**src/rtl/gtx_qpll_pkg.sv**
```systemverilog
// Shared types and constants for the GTXE2_COMMON QPLL reset/lock sequencer.
package gtx_qpll_pkg;

   // Sequencer states; the codes are visible on the STATE debug port.
   typedef enum logic [2:0] {
      ST_PWRDN     = 3'd0,
      ST_RESET     = 3'd1,
      ST_WAIT_LOCK = 3'd2,
      ST_STABLE    = 3'd3,
      ST_READY     = 3'd4,
      ST_FAIL      = 3'd5
   } qpll_state_e;

   // Registered control outputs, decoded from the state.
   typedef struct packed {
      logic pd;
      logic rst;
      logic locken;
      logic ready;
      logic fail;
   } qpll_ctrl_t;

   // Values the control outputs take while RST_N is low.
   localparam logic RST_VAL_PD     = 1'b1;
   localparam logic RST_VAL_RESET  = 1'b1;
   localparam logic RST_VAL_LOCKEN = 1'b0;
   localparam logic RST_VAL_READY  = 1'b0;
   localparam logic RST_VAL_FAIL   = 1'b0;

   localparam qpll_ctrl_t CTRL_RESET_VAL = '{
      pd:     RST_VAL_PD,
      rst:    RST_VAL_RESET,
      locken: RST_VAL_LOCKEN,
      ready:  RST_VAL_READY,
      fail:   RST_VAL_FAIL
   };

   // Output decode for a given state.
   function automatic qpll_ctrl_t decode_ctrl(input qpll_state_e st);
      qpll_ctrl_t c;
      c = CTRL_RESET_VAL;
      case (st)
         ST_PWRDN:     c = '{pd: 1'b1, rst: 1'b1, locken: 1'b0, ready: 1'b0, fail: 1'b0};
         ST_RESET:     c = '{pd: 1'b0, rst: 1'b1, locken: 1'b1, ready: 1'b0, fail: 1'b0};
         ST_WAIT_LOCK: c = '{pd: 1'b0, rst: 1'b0, locken: 1'b1, ready: 1'b0, fail: 1'b0};
         ST_STABLE:    c = '{pd: 1'b0, rst: 1'b0, locken: 1'b1, ready: 1'b0, fail: 1'b0};
         ST_READY:     c = '{pd: 1'b0, rst: 1'b0, locken: 1'b1, ready: 1'b1, fail: 1'b0};
         ST_FAIL:      c = '{pd: 1'b0, rst: 1'b1, locken: 1'b1, ready: 1'b0, fail: 1'b1};
         default:      c = CTRL_RESET_VAL;
      endcase
      return c;
   endfunction

endpackage

```
**src/rtl/gtx_sync_2ff.sv**
```systemverilog
// Two-flop synchroniser for a single asynchronous level into the clk domain.
module gtx_sync_2ff (
   input  logic clk,
   input  logic rst_n,
   input  logic d,
   output logic q
);

   logic stage_p0;
   logic stage_p1;

   // Metastability filter: first flop samples the async level, second re-times it.
   always_ff @(posedge clk or negedge rst_n) begin
      if (!rst_n) begin
         stage_p0 <= 1'b0;
         stage_p1 <= 1'b0;
      end else begin
         stage_p0 <= d;
         stage_p1 <= stage_p0;
      end
   end

   assign q = stage_p1;

endmodule

```
**src/rtl/gtx_qpll_reset_seq.sv**
```systemverilog
// Reset and lock sequencer for one GTXE2_COMMON QPLL: power-down, reset pulse,
// lock wait with timeout, stability window, retry counting and terminal failure.
module gtx_qpll_reset_seq
   import gtx_qpll_pkg::*;
#(
   parameter int PD_CYCLES     = 16,
   parameter int RESET_CYCLES  = 32,
   parameter int LOCK_TIMEOUT  = 50000,
   parameter int STABLE_CYCLES = 1024,
   parameter int MAX_RETRIES   = 3,
   parameter int CNT_W         = 24
) (
   input  logic       DRPCLK,
   input  logic       RST_N,
   input  logic       SOFT_RESET,
   input  logic       QPLLLOCK,
   input  logic       QPLLREFCLKLOST,
   output logic       QPLLPD,
   output logic       QPLLRESET,
   output logic       QPLLLOCKEN,
   output logic       QPLL_READY,
   output logic       QPLL_FAIL,
   output logic [3:0] RETRY_CNT,
   output logic [2:0] STATE
);

   // Every terminal count must fit the counter so no compare is ever skipped by a wrap.
   generate
      if (CNT_W < 2 || CNT_W > 31 ||
          PD_CYCLES < 1 || PD_CYCLES >= (1 << CNT_W) ||
          RESET_CYCLES < 1 || RESET_CYCLES >= (1 << CNT_W) ||
          LOCK_TIMEOUT < 1 || LOCK_TIMEOUT >= (1 << CNT_W) ||
          STABLE_CYCLES < 1 || STABLE_CYCLES >= (1 << CNT_W) ||
          MAX_RETRIES < 1 || MAX_RETRIES > 15) begin : g_bad_params
         $error("gtx_qpll_reset_seq: cycle-count or retry parameter out of range");
      end
   endgenerate

   localparam logic [CNT_W-1:0] PD_LAST      = CNT_W'(PD_CYCLES - 1);
   localparam logic [CNT_W-1:0] RESET_LAST   = CNT_W'(RESET_CYCLES - 1);
   localparam logic [CNT_W-1:0] TIMEOUT_LAST = CNT_W'(LOCK_TIMEOUT - 1);
   localparam logic [CNT_W-1:0] STABLE_LAST  = CNT_W'(STABLE_CYCLES - 1);
   localparam logic [3:0]       RETRY_LIMIT  = 4'(MAX_RETRIES);

   qpll_state_e      state_q, state_d;
   logic [CNT_W-1:0] cnt_q, cnt_d;
   logic [3:0]       retry_q, retry_d;
   logic [3:0]       retry_inc;
   logic             attempt_failed;
   qpll_ctrl_t       ctrl_q;
   logic             lock_s;
   logic             lost_s;

   gtx_sync_2ff u_sync_lock (
      .clk   (DRPCLK),
      .rst_n (RST_N),
      .d     (QPLLLOCK),
      .q     (lock_s)
   );

   gtx_sync_2ff u_sync_lost (
      .clk   (DRPCLK),
      .rst_n (RST_N),
      .d     (QPLLREFCLKLOST),
      .q     (lost_s)
   );

   assign retry_inc = retry_q + 4'd1;

   // Next-state, counter and retry bookkeeping; soft reset overrides everything.
   always_comb begin
      state_d        = state_q;
      cnt_d          = cnt_q;
      retry_d        = retry_q;
      attempt_failed = 1'b0;
      if (SOFT_RESET) begin
         state_d = ST_PWRDN;
         cnt_d   = '0;
         retry_d = '0;
      end else begin
         case (state_q)
            ST_PWRDN: begin
               if (cnt_q == PD_LAST) begin
                  state_d = ST_RESET;
                  cnt_d   = '0;
               end else begin
                  cnt_d = cnt_q + CNT_W'(1);
               end
            end
            ST_RESET: begin
               // A missing reference clock keeps the reset window from starting.
               if (lost_s) begin
                  cnt_d = '0;
               end else if (cnt_q == RESET_LAST) begin
                  state_d = ST_WAIT_LOCK;
                  cnt_d   = '0;
               end else begin
                  cnt_d = cnt_q + CNT_W'(1);
               end
            end
            ST_WAIT_LOCK: begin
               // Lost refclk beats lock; lock beats a same-cycle timeout.
               if (lost_s) begin
                  state_d = ST_RESET;
                  cnt_d   = '0;
               end else if (lock_s) begin
                  state_d = ST_STABLE;
                  cnt_d   = '0;
               end else if (cnt_q == TIMEOUT_LAST) begin
                  attempt_failed = 1'b1;
               end else begin
                  cnt_d = cnt_q + CNT_W'(1);
               end
            end
            ST_STABLE: begin
               if (lost_s) begin
                  state_d = ST_RESET;
                  cnt_d   = '0;
               end else if (!lock_s) begin
                  attempt_failed = 1'b1;
               end else if (cnt_q == STABLE_LAST) begin
                  state_d = ST_READY;
                  cnt_d   = '0;
                  retry_d = '0;
               end else begin
                  cnt_d = cnt_q + CNT_W'(1);
               end
            end
            ST_READY: begin
               // Losing lock after READY is not counted as a failed attempt.
               if (!lock_s || lost_s) begin
                  state_d = ST_RESET;
                  cnt_d   = '0;
               end
            end
            ST_FAIL: begin
               state_d = ST_FAIL;
            end
            default: begin
               state_d = ST_PWRDN;
               cnt_d   = '0;
            end
         endcase
         if (attempt_failed) begin
            retry_d = retry_inc;
            cnt_d   = '0;
            state_d = (retry_inc == RETRY_LIMIT) ? ST_FAIL : ST_RESET;
         end
      end
   end

   // State, counter, retry count and output registers; outputs track the next state.
   always_ff @(posedge DRPCLK or negedge RST_N) begin
      if (!RST_N) begin
         state_q <= ST_PWRDN;
         cnt_q   <= '0;
         retry_q <= '0;
         ctrl_q  <= CTRL_RESET_VAL;
      end else begin
         state_q <= state_d;
         cnt_q   <= cnt_d;
         retry_q <= retry_d;
         ctrl_q  <= decode_ctrl(state_d);
      end
   end

   assign QPLLPD     = ctrl_q.pd;
   assign QPLLRESET  = ctrl_q.rst;
   assign QPLLLOCKEN = ctrl_q.locken;
   assign QPLL_READY = ctrl_q.ready;
   assign QPLL_FAIL  = ctrl_q.fail;
   assign RETRY_CNT  = retry_q;
   assign STATE      = state_q;

endmodule

```
**config.mk**
```make
export PLATFORM = sky130hd
export DESIGN_NAME = gtx_qpll_reset_seq
export DESIGN_NICKNAME = d
export VERILOG_FILES = /design/src/rtl/gtx_qpll_pkg.sv /design/src/rtl/gtx_sync_2ff.sv /design/src/rtl/gtx_qpll_reset_seq.sv
export SDC_FILE = /design/constraint.sdc
export NUM_CORES = 1
export LEC_CHECK = 0
export CAP_MARGIN = 10
export CORE_MARGIN = 5
export CORE_UTILIZATION = 45
export CTS_CLUSTER_DIAMETER = 50
export CTS_CLUSTER_SIZE = 8
export DETAILED_ROUTE_END_ITERATION = 10
export PLACE_DENSITY = 0.73
export SYNTH_ARGS = -nofsm -noshare
export SYNTH_HDL_FRONTEND = slang
export SYNTH_SLANG_ARGS = --single-unit
```
**constraint.sdc**
```tcl
create_clock -name DRPCLK -period 2.7 [get_ports DRPCLK]
set_input_delay 0.405 -clock DRPCLK [delete_from_list [all_inputs] [get_ports DRPCLK]]
set_output_delay 0.405 -clock DRPCLK [all_outputs]
set_load 0.005 [all_outputs]
```
* Yosys cells after proc, flatten, opt, wreduce, memory -nomap -nowiden
Index checks and enable logic that the tools add are counted.
** Storage, ports and cells
- Output and inout port bits :: 12
- Bits of input ports :: 5
- Register bits :: 40
- Word-level logic and storage cells :: 83
** Operators by class
- Muxes and demuxes :: 40
- Eq/ne operators :: 20
- Reduce and logical (&&, ||, !) cells :: 9
- $add $sub $neg :: 2
** Operators with widths (number)
- two-way mux 24 bit :: 12
- case mux 24 bit (6 select lines) :: 1
- two-way mux 3 bit :: 12
- adder 24 x 1 -> 24 bit (second input constant) :: 1
- == test 24 x 10 -> 1 bit (second input constant) :: 1
- == test 24 x 16 -> 1 bit (second input constant) :: 1
- == test 24 x 4 -> 1 bit (second input constant) :: 1
- == test 24 x 5 -> 1 bit (second input constant) :: 1
- two-way mux 4 bit :: 6
- case mux 5 bit (4 select lines) :: 1
- case mux 3 bit (6 select lines) :: 1
- == test 3 x 2 -> 1 bit (second input constant) :: 4
- == test 3 bit (second input constant) :: 4
- nonzero test 3 bit :: 3
- AND reduction 4 bit :: 2
- == test 3 x 1 -> 1 bit (second input constant) :: 2
- two-way mux 1 bit :: 6
- != test 3 bit (second input constant) :: 2
- != test 6 x 4 -> 1 bit (second input constant) :: 1
- != test 5 x 3 -> 1 bit (second input constant) :: 1
- adder 4 x 1 -> 4 bit (second input constant) :: 1
- == test 4 x 2 -> 1 bit (second input constant) :: 1
- != test 4 bit (second input constant) :: 1
- zero test 3 bit :: 1
- 4 further kinds :: 4

* Longest topological paths before layout
Gate-level depths: netlist (run 1).
- Word-level depth :: 11
- Depth in mapped cells :: 8
- Mapped depth without buffers :: 7

* Cells and area by module
From an unflattened synthesis (run 1), not the netlist that was laid out.
** Second synthesis, totals
- Cell total of the unflattened synthesis :: 229
- Area, all modules :: 2152.1 um2
** By module, submodules not included
- gtx_qpll_reset_seq :: cells each 225, area each 2052.0 um2, seq. area each 903.4 um2, instances 1
- gtx_sync_2ff :: cells each 2, area each 50.0 um2, seq. area each 50.0 um2, instances 2

* Worst setup path before layout (run 1)
OpenSTA, ideal clock, no wires.
- Path type :: register -> register
- Start :: register cnt_q[10]
- End :: register ctrl_q, in the netlist QPLLLOCKEN
- Data required time :: 2.568 ns
- Arrival :: 2.371 ns
- Setup time :: 0.132 ns
- Stages on the path, launching flop included :: 7
- Path buffers :: 0
- Path slack :: 0.198 ns
- Period minus slack after synthesis :: 2.502 ns
- Cell sequence :: dfrtp_1 > or4_4 > or3_4 > or4_1 > a21oi_2 > o21ai_2 > or3b_1
** Between the ends
- Cells in the longest elaborated chain, start to end :: 11
- Elaborated cells on any way between the ends :: 25
- Those cells by class :: 9 x eq/ne; 15 x mux; 1 x reduce/logical
** RTL lines
- start, declared :: RTL line gtx_qpll_reset_seq.sv:46 : logic [CNT_W-1:0] cnt_q, cnt_d;
- start signal, assigned :: RTL line gtx_qpll_reset_seq.sv:161 : cnt_q <= cnt_d;
- == test 24 x 16 -> 1 bit :: RTL line gtx_qpll_reset_seq.sv:109 : end else if (cnt_q == TIMEOUT_LAST) begin
- two-way mux 1 bit :: RTL line gtx_qpll_reset_seq.sv:109
- two-way mux 1 bit :: RTL line gtx_qpll_reset_seq.sv:106 : end else if (lock_s) begin
- two-way mux 1 bit :: RTL line gtx_qpll_reset_seq.sv:103 : if (lost_s) begin
- case mux 1 bit (2 select lines) :: RTL line gtx_qpll_reset_seq.sv:81 : case (state_q)
- two-way mux 1 bit :: RTL line gtx_qpll_reset_seq.sv:76 : if (SOFT_RESET) begin
- two-way mux 3 bit * :: RTL line gtx_qpll_reset_seq.sv:144 : if (attempt_failed) begin
- two-way mux 3 bit * :: RTL line gtx_qpll_reset_seq.sv:76
- via state_d[0] :: RTL line gtx_qpll_reset_seq.sv:45 : qpll_state_e state_q, state_d;
- == test 3 x 2 -> 1 bit :: RTL line gtx_qpll_pkg.sv:42 : case (st)
- OR reduction 2 bit (no source line)
- case mux 5 bit (4 select lines) * :: RTL line gtx_qpll_pkg.sv:42
- end signal, assigned :: RTL line gtx_qpll_reset_seq.sv:163 : ctrl_q <= decode_ctrl(state_d);
- end, declared :: RTL line gtx_qpll_reset_seq.sv:50 : qpll_ctrl_t ctrl_q;
Mark *: on every way through the listed nets, which the timed path passes. The rest lies on a longest branch. The select of a mux whose other input is x is not followed.
A chain may end at the register's enable or synchronous reset.

* Worst setup path in the final report (run 1)
- Start :: register cnt_q[16]
- End :: register ctrl_q, in the netlist QPLLLOCKEN
Same word-level chain as after synthesis.

==> flow_summary_export.csv, run 1 <==
group,metric,value,unit
power_and_ir_drop,clkPwrFrac,40.6,%
global_route,grt_pass1_vias,1716,
worst_setup_path,path_delay_family,"simple AND/OR/NAND/NOR gates",
clock_network,cts_sinks,40,
worst_setup_path,max_stage_delay,0.62,ns
power_and_ir_drop,vdd_drop_max,0.251,mV
place,post-place-ws,0.115,ns
yosys,yosysTopAreaCell,"dfrtp_1",
sta,hold_viol,0,
power_and_ir_drop,p_total,1.17,mW
worst_setup_path,cp-end-kind,"flop",
yosys,syn_area,0.00218,mm2
yosys,ys_warn_count,0,
place,dp.cells,319,
worst_setup_path,crit_path_top_delay_cell,"or4_1",
power_and_ir_drop,power_density,448,mW/mm2
sta,max_freq,0.384,GHz
yosys,synthSimpleGateAreaFrac,27.6,%
global_route,antenna_found_initial,0,
sta,fin_crit_sh,96.5,%
yosys,synth_compound_area_share,15.8,%
final_layout,antennaDiodeCount,0,
detailed_routing,drtPass1Iterations,4,
clock_network,clk_latency,0.30,ns
detailed_routing,dr.first_iter.drc_count,136,
place,gp_congestion,0.943,
floorplan,coreArea,0.00472,mm2
worst_setup_path,cp.required,2.88,ns
yosys,ys_seq_elements,40,
sta,relSlewSlack,42.9,%
worst_setup_path,worstPathCellList,"or4_1, or4_4, o21ai_4, a221oi_2, o21bai_4, or3b_1",
final_layout,drive_above_1_share,15.4,%
power_and_ir_drop,swShare,21.8,%
sta,rsz0062_at_grt,"false",
global_route,grt_pass1_wl,7940,um
global_route,gr-usage-all-layers,16.1,%
yosys,synth.distinct_cells,52,
clock_network,path_clk_slew,0.08,ns
power_and_ir_drop,p_sw,256,uW
power_and_ir_drop,p_seq_share,54.1,%
power_and_ir_drop,power_frac_comb,5.4,%
final_layout,final_common_cell,"dfrtp_1",
yosys,synth-async-reset-ratio,100,%
yosys,synth_top_area_share,43.6,%
worst_setup_path,crit_type,"reg -> reg",
floorplan,rows,25,
yosys,avgSynthCellArea,9.57,um2
detailed_routing,finalWirelength,4580,um
sta,drv_slew,0,
place,dp_hpwl,3390,um
final_layout,instances_no_fill,327,
yosys,synthXorXnorAreaFrac,6.82,%
worst_setup_path,startpoint_type,"flop",
yosys,ys_top_cells_by_area,"dfrtp_1 44%, nor2_1 4.8%, xnor2_1 4.0%, nand3_1 3.4%, xor2_1 2.8%",
place,portBuffers,16,
global_route,grt_overflow_total,0,
yosys,synth_edf_count,0,
sta,worst_pin_slew,0.856,ns
final_layout,final_cell_mix,"38 x dfrtp_1, 28 x nor2_1, 16 x nand2_1",
yosys,synth_cells,228,
yosys,synth_top_family_by_area,"simple AND/OR/NAND/NOR gates",
detailed_routing,drtAntennaViolNets,0,
floorplan,pin_count,17,
global_route,grt_max_degree,41,
clock_network,ctsHoldBuffers,0,
sta,finalSetupViolCount,0,
floorplan,chipHeight,79.6,um
sta,clock_skew,0.00921,ns
clock_network,htreeDepth,2,
floorplan,die_area,0.00634,mm2
outcome,outcome,"complete, no violations",
worst_hold_path,hold_class,"in -> async",
detailed_routing,avgRoutedWirePerCell,14.0,um
floorplan,start_util,46.2,%
final_layout,design_area,0.00262,mm2
final_layout,nets,267,
clock_network,cts-root-buf,"clkbuf_8",
detailed_routing,drc,0,
yosys,synth_seq_area_share,46.0,%
final_layout,area_growth,20.0,%
detailed_routing,vias,1816,
sta,fin_setup_tns,0,ns
power_and_ir_drop,p_int,917,uW
worst_setup_path,worstPathArrival,2.79,ns
worst_setup_path,crit_buf_inv,0,
detailed_routing,vias_per_cell,5.55,
job,maxCapViolations,0,
sta,setup_slack,0.0934,ns
place,post_dp_cell_area,0.00250,mm2
yosys,synth_mux_area_share,0,%
yosys,synth_ff_type,"dfrtp_1",
yosys,synth_nets,236,
power_and_ir_drop,leakagePower,1.09,nW
sta,min_period,2.61,ns
clock_network,cts_max_path_buffers,2,
clock_network,cts_tree,"done",
worst_setup_path,cp_max_fo,4,
yosys,synth_fa_ha_area_share,1.72,%
floorplan,die_x,79.6,um
clock_network,numCtsBuffers,5,
## layout make-up
| type | instances | area [um2] |
|---|---|---|
| Clock buffer | 6 | 72.6 |
| Inverter | 9 | 33.8 |
| Multi-Input combinational cell | 176 | 1140 |
| Timing Repair Buffer | 27 | 250 |
| Clock inverter | 2 | 35.0 |
| Sequential cell | 40 | 1000 |
| Fill cell | 425 | 2110 |
| Tap cell | 67 | 83.8 |
## registers in the layout (all words and copies together) (netlist names)
name                  count
cnt_q                    24
u_sync_lock.q             1
STATE                     3
QPLLRESET                 1
RETRY_CNT                 4
u_sync_lost.q             1
u_sync_lock.stage_p0      1
u_sync_lost.stage_p0      1
QPLL_READY                1
QPLL_FAIL                 1
QPLLPD                    1
QPLLLOCKEN                1
## kinds of logic after synthesis
kind of cell / after synthesis
flip-flops: 40
buffers and inverters: 12
AND/OR/NAND/NOR: 112
AO/OA/AOI/OAI: 44
adder cells (fa/ha/maj): 3
XOR/XNOR: 17
## metrics by stage
step	util (%)	hold WS [ns]
floorplan	-	0.109
global placement	53.0	0.332
detailed placement	53.0	0.342
CTS	55.3	0.251
global route	55.4	0.305
finish	55.4	0.217
## cell usage after synthesis (all sizes together) (2+ instances only)
| cell | number |
|---|---|
| nand2 | 16 |
| nor4 | 7 |
| a21oi | 6 |
| o21ai | 10 |
| inv | 9 |
| dfstp | 2 |
| o2bb2ai | 3 |
| o211ai | 3 |
| nand3 | 15 |
| dfrtp | 38 |
| a31o | 2 |
| or2 | 5 |
| ha | 3 |
| xnor2 | 10 |
| nor2 | 28 |
| or4 | 6 |
| nand3b | 3 |
| a31oi | 6 |
| o2111ai | 2 |
| or3 | 2 |
| nand4 | 7 |
| and3 | 3 |
| nor3 | 6 |
| or3b | 2 |
| xor2 | 7 |
| nor3b | 3 |
| clkbuf | 2 |
| and2 | 6 |
## final timing paths
path / start / slack, ns / end / cells past startpoint
setup / recovery: cnt_q[16]$_DFFE_PN0P_ / 0.09 / QPLLLOCKEN$_DFF_PN0_ / 6
setup reg to reg: cnt_q[16]$_DFFE_PN0P_ / 0.09 / QPLLLOCKEN$_DFF_PN0_ / 6
hold reg to reg: u_sync_lock.stage_p0$_DFF_PN0_ / 0.36 / u_sync_lock.q$_DFF_PN0_ / 0
min in group DRPCLK: u_sync_lock.stage_p0$_DFF_PN0_ / 0.36 / u_sync_lock.q$_DFF_PN0_ / 0
hold / removal: RST_N / 0.22 / cnt_q[21]$_DFFE_PN0P_ / 1
max in group asynchronous: RST_N / 1.95 / STATE[0]$_DFF_PN0_ / 1
## metal layers
layer / track usage [%] / routed length [um] / up-vias
met1: 21.5 / 2120 / 866
met3: 2.71 / 227 / 9
met4: 6.87 / 79 / 0
met5: 0 / 0 / -
met2: 25.7 / 2150 / 43
li1: - / - / 898
## power by group through the flow
stage,clock (mW),combinational [mW],sequential (mW)
3_3_place_gp,0,0.0629,0.645
2_1_floorplan,0,0.0322,0.640
6_report,0.476,0.0632,0.634
5_1_grt,0.514,0.0723,0.636
4_1_cts,0.491,0.0646,0.634
3_5_place_dp,0,0.0651,0.645
## what timing repair did
action / in CTS / in global routing
resized for setup: 0 / 1
endpoints found under the setup margin: 0 / 1
setup buffers: 0 / 0
(Power assumes the default switching activity.)
==> inputs of run 2 (changes only) <==
Settings changed: CORE_UTILIZATION 45 to 31, PLACE_DENSITY 0.73 to 0.57.
==> run 2 against run 1 <==
Effect of this change:
- clock skew decreased by 0.0052 ns
- sequential share of layout area decreased by 0.96 points
- cell count increased by 9.8%
- flip-flop and latch count unchanged
- routed wire length increased by 4.3%
- cell area increased by 2.6%
- non-clock buffer count increased by 3
- highest routed layer unchanged
- critical path depth unchanged
- utilization decreased by 16 points
- register-to-register slack about the same
- worst setup slack improved by 0.0021 ns
==> flow_summary_export.csv, run 2 (same netlist as run 1, synthesis figures left out) <==
group,metric,value,unit
worst_setup_path,r2r_start,"cnt_q[17]$_DFFE_PN0P_",
clock_network,cts_sinks,40,
clock_network,cts_tree,"done",
detailed_routing,vias,1764,
place,post_dp_cell_area,0.00256,mm2
sta,whs,0.238,ns
worst_setup_path,setup.worst_path.start,"cnt_q[17]$_DFFE_PN0P_",
clock_network,clk_latency,0.29,ns
outcome,outcome,"complete, no violations",
detailed_routing,drtAntennaViolNets,0,
worst_setup_path,startpoint_type,"flop",
final_layout,largest-register,"cnt_q",
detailed_routing,drtPass1Iterations,4,
clock_network,numCtsBuffers,5,
sta,worst_pin_slew,0.903,ns
worst_setup_path,regToRegEndpoint,"QPLLLOCKEN$_DFF_PN0_",
final_layout,drive_above_1_share,17.1,%
sta,finalSetupViolCount,0,
worst_setup_path,ff2ff_path_depth,6,
worst_setup_path,crit_type,"reg -> reg",
power_and_ir_drop,power_density,441,mW/mm2
final_layout,area_growth,23.1,%
final_layout,fill_cells,707,
power_and_ir_drop,vdd_drop_max,0.285,mV
global_route,grt_max_degree,41,
sta,rsz0062_at_grt,"false",
final_layout,nets,270,
final_layout,largest_reg_flops,24,
final_layout,register_area,0.00100,mm2
final_layout,postLayoutCoreUtil,39.3,%
worst_hold_path,hold_class,"in -> async",
worst_setup_path,cp.required,2.87,ns
worst_setup_path,cp_max_fo,5,
floorplan,start_util,31.9,%
power_and_ir_drop,leakagePower,1.11,nW
power_and_ir_drop,p_total,1.19,mW
place,dp_hpwl,3500,um
floorplan,coreArea,0.00683,mm2
place,portBuffers,16,
floorplan,chipHeight,93.9,um
floorplan,die_x,93.9,um
detailed_routing,drc,0,
final_layout,final_common_cell,"dfrtp_1",
final_layout,design_area,0.00269,mm2
detailed_routing,avgRoutedWirePerCell,13.3,um
worst_setup_path,cp-end-kind,"flop",
job,maxCapViolations,0,
sta,drv_slew,0,
detailed_routing,finalWirelength,4780,um
place,gp_congestion,0.838,
sta,min_period,2.60,ns
sta,fin_crit_sh,96.5,%
sta,hold_viol,0,
sta,clock_skew,0.00399,ns
worst_setup_path,worstPathArrival,2.78,ns
sta,max_freq,0.384,GHz
final_layout,multiInputGateArea,0.00114,mm2
global_route,gr-usage-all-layers,11.5,%
global_route,grt_overflow_total,0,
floorplan,pin_count,17,
detailed_routing,vias_per_cell,4.91,
floorplan,die_area,0.00882,mm2
worst_setup_path,ff2ff_setup_slack,0.1,ns
clock_network,htreeDepth,2,
global_route,grt_pass1_wl,8100,um
clock_network,ctsHoldBuffers,0,
clock_network,path_clk_slew,0.08,ns
detailed_routing,dr.first_iter.drc_count,76,
global_route,grt_pass1_vias,1671,
clock_network,cts_max_path_buffers,2,
sta,fin_setup_tns,0,ns
sta,relSlewSlack,39.8,%
clock_network,cts-root-buf,"clkbuf_8",
final_layout,final_cell_mix,"38 x dfrtp_1, 28 x nor2_1, 16 x nand2_1",
floorplan,rows,30,
worst_setup_path,cp-endpoint,"QPLLLOCKEN$_DFF_PN0_",
final_layout,antennaDiodeCount,0,
global_route,antenna_found_initial,0,
[run 2: changes by cell type in the layout (fill, tap and decap cells not counted), sizes merged]
cell      delta
clkinvlp     +1
clkbuf       -1
buf          +3
[run 2: power breakdown]
group	switching (mW)	internal (mW)
registers	0.0180	0.615
logic	0.0370	0.0272
clock network	0.214	0.274
total	0.269	0.916
[run 2: metal layers]
metal | share of wire [%] | wire length, um | up-vias | global-route usage (%)
li1 | - | - | 906 | -
met1 | 51 | 2420 | 826 | 16.1
met2 | 45 | 2150 | 29 | 17.9
met3 | 3.7 | 177 | 3 | 2.64
met4 | 0.48 | 23 | 0 | 2.89
met5 | 0 | 0 | - | 0
[run 2: layout make-up]
| type | count | area share, % |
|---|---|---|
| Inverter | 9 | 1.26 |
| Multi-Input combinational cell | 176 | 42.6 |
| Clock buffer | 5 | 2.56 |
| Tap cell | 96 | 4.47 |
| Clock inverter | 3 | 1.58 |
| Sequential cell | 40 | 37.4 |
| Timing Repair Buffer | 30 | 10.2 |
[run 2: what timing repair did]
action / in CTS / in global routing
endpoints found under the setup margin: 0 / 7
endpoints found under the hold margin: 0 / 0
resized for setup: 0 / 2
buffers inserted: 0 / 0
[run 2: worst min-delay path by stage]
| stage | start | to | slack (ns) | cells after the start |
|---|---|---|---|---|
| floorplan | RST_N | QPLLLOCKEN$_DFF_PN0_ | 0.11 | 0 |
| global placement | u_sync_lock.stage_p0$_DFF_PN0_ | u_sync_lock.q$_DFF_PN0_ | 0.33 | 0 |
| detailed placement | u_sync_lock.stage_p0$_DFF_PN0_ | u_sync_lock.q$_DFF_PN0_ | 0.33 | 0 |
| CTS | RST_N | RETRY_CNT[3]$_DFFE_PN0P_ | 0.27 | 1 |
| global route | RST_N | cnt_q[6]$_DFFE_PN0P_ | 0.31 | 1 |
| finish | RST_N | RETRY_CNT[3]$_DFFE_PN0P_ | 0.24 | 1 |
[run 2: stage by stage]
step,instances,setup slack [ns]
after floorplan,228,0.198
after global placement,351,0.155
after detailed placement,351,0.122
after CTS,359,0.0954
after global routing,359,0.00685
final,359,0.0955
[run 2: worst max-delay path: stages (launching register included)]
cell and delay, ns:
dfrtp_1 0.41, or4_1 0.60, or4_4 0.58, o21ai_4 0.23
a21oi_2 0.12, o2111ai_1 0.17, or3b_1 0.37
